**config.mk**
```make
export PLATFORM = sky130hd
export DESIGN_NAME = calc1_port_driver
export DESIGN_NICKNAME = d
export VERILOG_FILES = /design/src/rtl/calc1_pkg.sv /design/src/rtl/calc1_port_driver.sv
export SDC_FILE = /design/constraint.sdc
export NUM_CORES = 1
export LEC_CHECK = 0
export ABC_AREA = 1
export CORE_MARGIN = 3
export CORE_UTILIZATION = 41
export DETAILED_ROUTE_END_ITERATION = 8
export GPL_ROUTABILITY_DRIVEN = 0
export PLACE_DENSITY = 0.89
export SYNTH_ARGS = -nofsm -noshare
export SYNTH_HDL_FRONTEND = slang
export SYNTH_SLANG_ARGS = --single-unit
```
**constraint.sdc**
```tcl
create_clock -name c_clk -period 1.4 [get_ports c_clk]
set_input_delay 0.35 -clock c_clk [delete_from_list [all_inputs] [get_ports c_clk]]
set_output_delay 0.35 -clock c_clk [all_outputs]
set_load 0.02 [all_outputs]
```
**src/rtl/calc1_pkg.sv**
```systemverilog
// calc1_pkg: shared calc1 port widths, command/response codes and the port-driver state type.
package calc1_pkg;
    localparam int DATA_W = 32;
    localparam int CMD_W  = 4;
    localparam int RESP_W = 2;

    localparam logic [CMD_W-1:0] CMD_NOP = 4'd0;
    localparam logic [CMD_W-1:0] CMD_ADD = 4'd1;
    localparam logic [CMD_W-1:0] CMD_SUB = 4'd2;
    localparam logic [CMD_W-1:0] CMD_SHL = 4'd5;
    localparam logic [CMD_W-1:0] CMD_SHR = 4'd6;

    localparam logic [RESP_W-1:0] RESP_NONE   = 2'd0;
    localparam logic [RESP_W-1:0] RESP_OK     = 2'd1;
    localparam logic [RESP_W-1:0] RESP_ERR    = 2'd2;
    localparam logic [RESP_W-1:0] RESP_UNUSED = 2'd3;

    typedef enum logic [2:0] {
        IDLE,
        SEND_CMD,
        SEND_OP2,
        WAIT_RESP,
        DONE
    } state_t;
endpackage

```
**src/rtl/calc1_port_driver.sv**
```systemverilog
// calc1_port_driver: turns one valid/ready operation into calc1's two-cycle port protocol
// and returns the port response (or a timeout) over a second valid/ready handshake.
module calc1_port_driver
    import calc1_pkg::*;
#(
    parameter int TIMEOUT_CYCLES = 64,
    parameter int CNT_W          = 8
) (
    input  logic              c_clk,
    input  logic              reset,
    input  logic              req_valid,
    output logic              req_ready,
    input  logic [CMD_W-1:0]  req_cmd,
    input  logic [DATA_W-1:0] req_op1,
    input  logic [DATA_W-1:0] req_op2,
    output logic [CMD_W-1:0]  port_cmd,
    output logic [DATA_W-1:0] port_data,
    input  logic [RESP_W-1:0] port_resp,
    input  logic [DATA_W-1:0] port_data_in,
    output logic              rsp_valid,
    input  logic              rsp_ready,
    output logic [RESP_W-1:0] rsp_resp,
    output logic [DATA_W-1:0] rsp_data,
    output logic              rsp_timeout
);
    state_t              r_state;
    logic [DATA_W-1:0]   r_op2;
    logic [CNT_W-1:0]    r_cnt;
    logic                r_req_ready;
    logic [CMD_W-1:0]    r_port_cmd;
    logic [DATA_W-1:0]   r_port_data;
    logic                r_rsp_valid;
    logic [RESP_W-1:0]   r_rsp_resp;
    logic [DATA_W-1:0]   r_rsp_data;
    logic                r_rsp_timeout;
    logic                w_expired;

    assign w_expired   = r_cnt == CNT_W'(TIMEOUT_CYCLES - 1);
    assign req_ready   = r_req_ready;
    assign port_cmd    = r_port_cmd;
    assign port_data   = r_port_data;
    assign rsp_valid   = r_rsp_valid;
    assign rsp_resp    = r_rsp_resp;
    assign rsp_data    = r_rsp_data;
    assign rsp_timeout = r_rsp_timeout;

    always_ff @(posedge c_clk or negedge reset) begin
        if (!reset) begin
            r_state       <= IDLE;
            r_op2         <= '0;
            r_cnt         <= '0;
            r_req_ready   <= 1'b0;
            r_port_cmd    <= '0;
            r_port_data   <= '0;
            r_rsp_valid   <= 1'b0;
            r_rsp_resp    <= '0;
            r_rsp_data    <= '0;
            r_rsp_timeout <= 1'b0;
        end else begin
            case (r_state)
                IDLE: begin
                    r_req_ready <= 1'b1;
                    if (req_valid && r_req_ready) begin
                        r_req_ready <= 1'b0;
                        r_port_cmd  <= req_cmd;
                        r_port_data <= req_op1;
                        r_op2       <= req_op2;
                        r_state     <= SEND_CMD;
                    end
                end
                SEND_CMD: begin
                    r_port_cmd  <= '0;
                    r_port_data <= r_op2;
                    r_state     <= SEND_OP2;
                end
                SEND_OP2: begin
                    r_port_data <= '0;
                    r_cnt       <= '0;
                    r_state     <= WAIT_RESP;
                end
                WAIT_RESP: begin
                    r_cnt <= r_cnt + 1'b1;
                    // a response arriving on the expiry cycle still beats the timeout
                    if (port_resp != RESP_NONE) begin
                        r_rsp_resp    <= port_resp;
                        r_rsp_data    <= port_data_in;
                        r_rsp_timeout <= 1'b0;
                        r_rsp_valid   <= 1'b1;
                        r_state       <= DONE;
                    end else if (w_expired) begin
                        r_rsp_resp    <= RESP_NONE;
                        r_rsp_data    <= '0;
                        r_rsp_timeout <= 1'b1;
                        r_rsp_valid   <= 1'b1;
                        r_state       <= DONE;
                    end
                end
                DONE: begin
                    if (r_rsp_valid && rsp_ready) begin
                        r_rsp_valid <= 1'b0;
                        r_state     <= IDLE;
                    end
                end
                default: r_state <= IDLE;
            endcase
        end
    end
endmodule

```
==> impl_metrics.toml <==
[status]
status = "finished with violations"
violations = "setup timing"

[yosys]
ys_types = 22
avgSynthCellArea_um2 = 7.999
syn_inst = 638
syn_area_mm2 = 0.005104
syn_nets = 745
synth_seq_cells = 116
synth-seq-area-share = 0.5688
yosysWarnings = 0

[detailed_routing]
drc = 0
vias = 5296
routed_wl_mm = 16.99
dr.pass1.iters = 7
ant_nets = 0
dr.first_iter.drc_count = 457
vias_per_cell = 5.087
wl_per_cell_um = 16.32

[clock_network]
cts_sinks = 116
clock_latency_ns = 0.42
clk_pin_slew_ns = 0.06
cts_buffers = 17
tritoncts = "yes"
cts_root_buf = "clkbuf_16"
cts_max_level = 4
cts_max_path_buffers = 2

[sta]
slew_headroom = 0.7649
fin_skew_ns = 0.01020
worst_slack_ns = -0.1207
setup_tns_ns = -4.377
finalSetupViolations = 68
hold_viol = 0
slew_violations = 0
max_freq_mhz = 657.6
tightest_slew_ns = 0.3514
post-route-min-period_ns = 1.521
rsz0062_at_grt = "true"
fin_crit_sh = 1.086

[floorplanning]
die_w_um = 117.6
die-area_mm2 = 0.01382
core_area_mm2 = 0.01211
fp-row-count = 40
initial_core_util = 0.4214
die_y_um = 117.6
pin_count = 179

[critical_path]
critPathLaunchType = "register"
r2r_slack_ns = -0.12
crit_chain = "ha_4 -> nand3_4 -> inv_4 -> nand2_4 -> nand2_4 -> nand2_4 -> buf_12 -> clkbuf_16 -> nand2_2 -> nand2_1"
path_max_fanout = 7
worst_path_largest_cell_delay_ns = 0.41
critPathKind = "register to register"
end_kind = "register"
startpoint = "r_cnt[0]"
cp_slowest_cell = "dfrtp_1"
reg2reg_to = "rsp_data[19]"
reg2reg_depth = 10
endpoint = "rsp_data[19]"
cp_common_cell = "nand2_4"
critPathRequiredTime_ns = 1.70
r2r-start = "r_cnt[0]"
arrival_ns = 1.83

[place]
dp_hpwl_mm = 10.03
dpl.cell_count = 985
place_ws_ns = -0.2160
port_buffers = 178

[finish]
layout.nets = 967
drive_above_1_share = 0.3081
final_cell_mix = "nand2_1, dfrtp_1, clkdlybuf4s50_1"
area_delta_synth_final_pct = 63.55
finalNonFillerCells = 1041
fillers = 900
final_common_cell = "nand2_1"
utilization = 0.6892
antenna_cells = 0

[power]
p_total_mw = 21.58
p_leak_nw = 4.411
p_per_area_mw_per_mm2 = 2586
ir_drop_mv = 1.833

[run]
cap_viol_max_count = 0

[min_path]
hp-class = "input pin to asynchronous set/reset pin"

[grt]
grt_max_degree = 57
grt_antenna_before_repair = 2
grt_overflow = 0
grt_pass1_wl_mm = 24.48
grt_pass1_vias = 5013
track_usage = 0.2194
==> final cells by class <==
class / instances / area [um^2] / share of cell area
Clock buffer: 22 / 474.2 / 0.05681
Sequential cell: 116 / 2905 / 0.3481
Inverter: 14 / 67.56 / 0.008095
Multi-Input combinational cell: 476 / 2349 / 0.2814
Tap cell: 168 / 210.2 / 0.02518
Timing Repair Buffer: 235 / 2188 / 0.2622
Clock inverter: 10 / 152.6 / 0.01829
==> synthesized netlist by cell type <==
| cell | instances | area, um^2 |
|---|---|---|
| a21oi_1 | 1 | 5.000 |
| buf_2 | 19 | 95.09 |
| buf_4 | 7 | 52.55 |
| buf_6 | 3 | 33.78 |
| clkbuf_1 | 3 | 11.26 |
| dfrtp_1 | 116 | 2903 |
| ha_1 | 1 | 12.51 |
| inv_1 | 11 | 41.29 |
| inv_2 | 2 | 7.510 |
| inv_4 | 1 | 6.260 |
| nand2_1 | 368 | 1381 |
| nand2_2 | 3 | 18.77 |
| nand3_1 | 77 | 385.4 |
| nand3_4 | 1 | 17.52 |
| nand4_1 | 2 | 12.51 |
| nor2_1 | 11 | 41.29 |
| nor2_4 | 2 | 22.52 |
| nor3_1 | 1 | 5.000 |
| o211ai_1 | 1 | 7.510 |
| o21ai_0 | 6 | 30.03 |
| o21ai_1 | 1 | 5.000 |
| xor2_1 | 1 | 8.760 |
==> state kept, by name (all words and copies together), names as in the netlist, 2 cells and up <==
signal	flops
port_data	32
r_op2	32
rsp_data	32
r_cnt	8
port_cmd	4
r_state	3
rsp_resp	2
==> metrics by stage <==
step | hold WS [ns] | cell area (um^2)
CTS | 0.3288 | 7669
detailed placement | 0.2251 | 7286
global route | 0.3535 | 8347
floorplan | 0.05441 | 5104
global placement | 0.2239 | 7286
finish | 0.3384 | 8347
==> worst max-delay path, delay by kind of cell (launching register included) <==
family / cells / cell delay [ns]
fa+ha+maj: 1 / 0.18
flops: 1 / 0.41
simple gates: 6 / 0.43
buf+inv: 3 / 0.40
==> timing repair <==
| action | CTS | global route |
|---|---|---|
| pin swaps | 2 | 10 |
| buffers inserted | 4 | 12 |
| cloned | 1 | 7 |
| hold buffers | 1 | 0 |
| setup endpoints to repair | 127 | 107 |
| hold endpoints to repair | 12 | 0 |
| resized for setup | 298 | 137 |
==> metal layers <==
layer  wire length (um)  global-route usage  up-vias
met5                 34                   0        -
met4                801              0.1297        4
met3                959             0.05046       70
met2               8742              0.3692      222
met1               6453              0.2569     2558
li1                   -                   -     2442
==> power by group <==
| part | total (mW) | switching [mW] | internal [mW] |
|---|---|---|---|
| registers | 5.91 | 1.01 | 4.91 |
| logic | 11.1 | 6.60 | 4.47 |
| clock network | 4.59 | 1.49 | 3.10 |
==> worst min path at each step <==
| stage | endpoint | slack, ns | start | cells past startpoint |
|---|---|---|---|---|
| 6_report | r_op2[5] | 0.34 | reset | 2 |
| 3_3_place_gp | r_op2[8] | 0.22 | reset | 1 |
| 4_1_cts | r_op2[9] | 0.33 | reset | 2 |
| 3_5_place_dp | r_op2[8] | 0.23 | reset | 1 |
| 2_1_floorplan | port_cmd[0] | 0.05 | reset | 0 |
| 5_1_grt | r_op2[9] | 0.35 | reset | 2 |
==> kinds of logic (layout without fill, tap and decap cells) <==
kind of cell               Yosys count  count (layout)  share of synthesized area
xor gates and xnor gates             1               1                   0.001716
AOI/OAI and AO/OA                    9               9                   0.009315
adders and majority gates            1               1                   0.002451
DFF                                116             116                     0.5688
buffers and inverters               46             281                    0.04854
and+or+nand+nor                    465             465                     0.3692
Power figures use the tool's default switching activity.
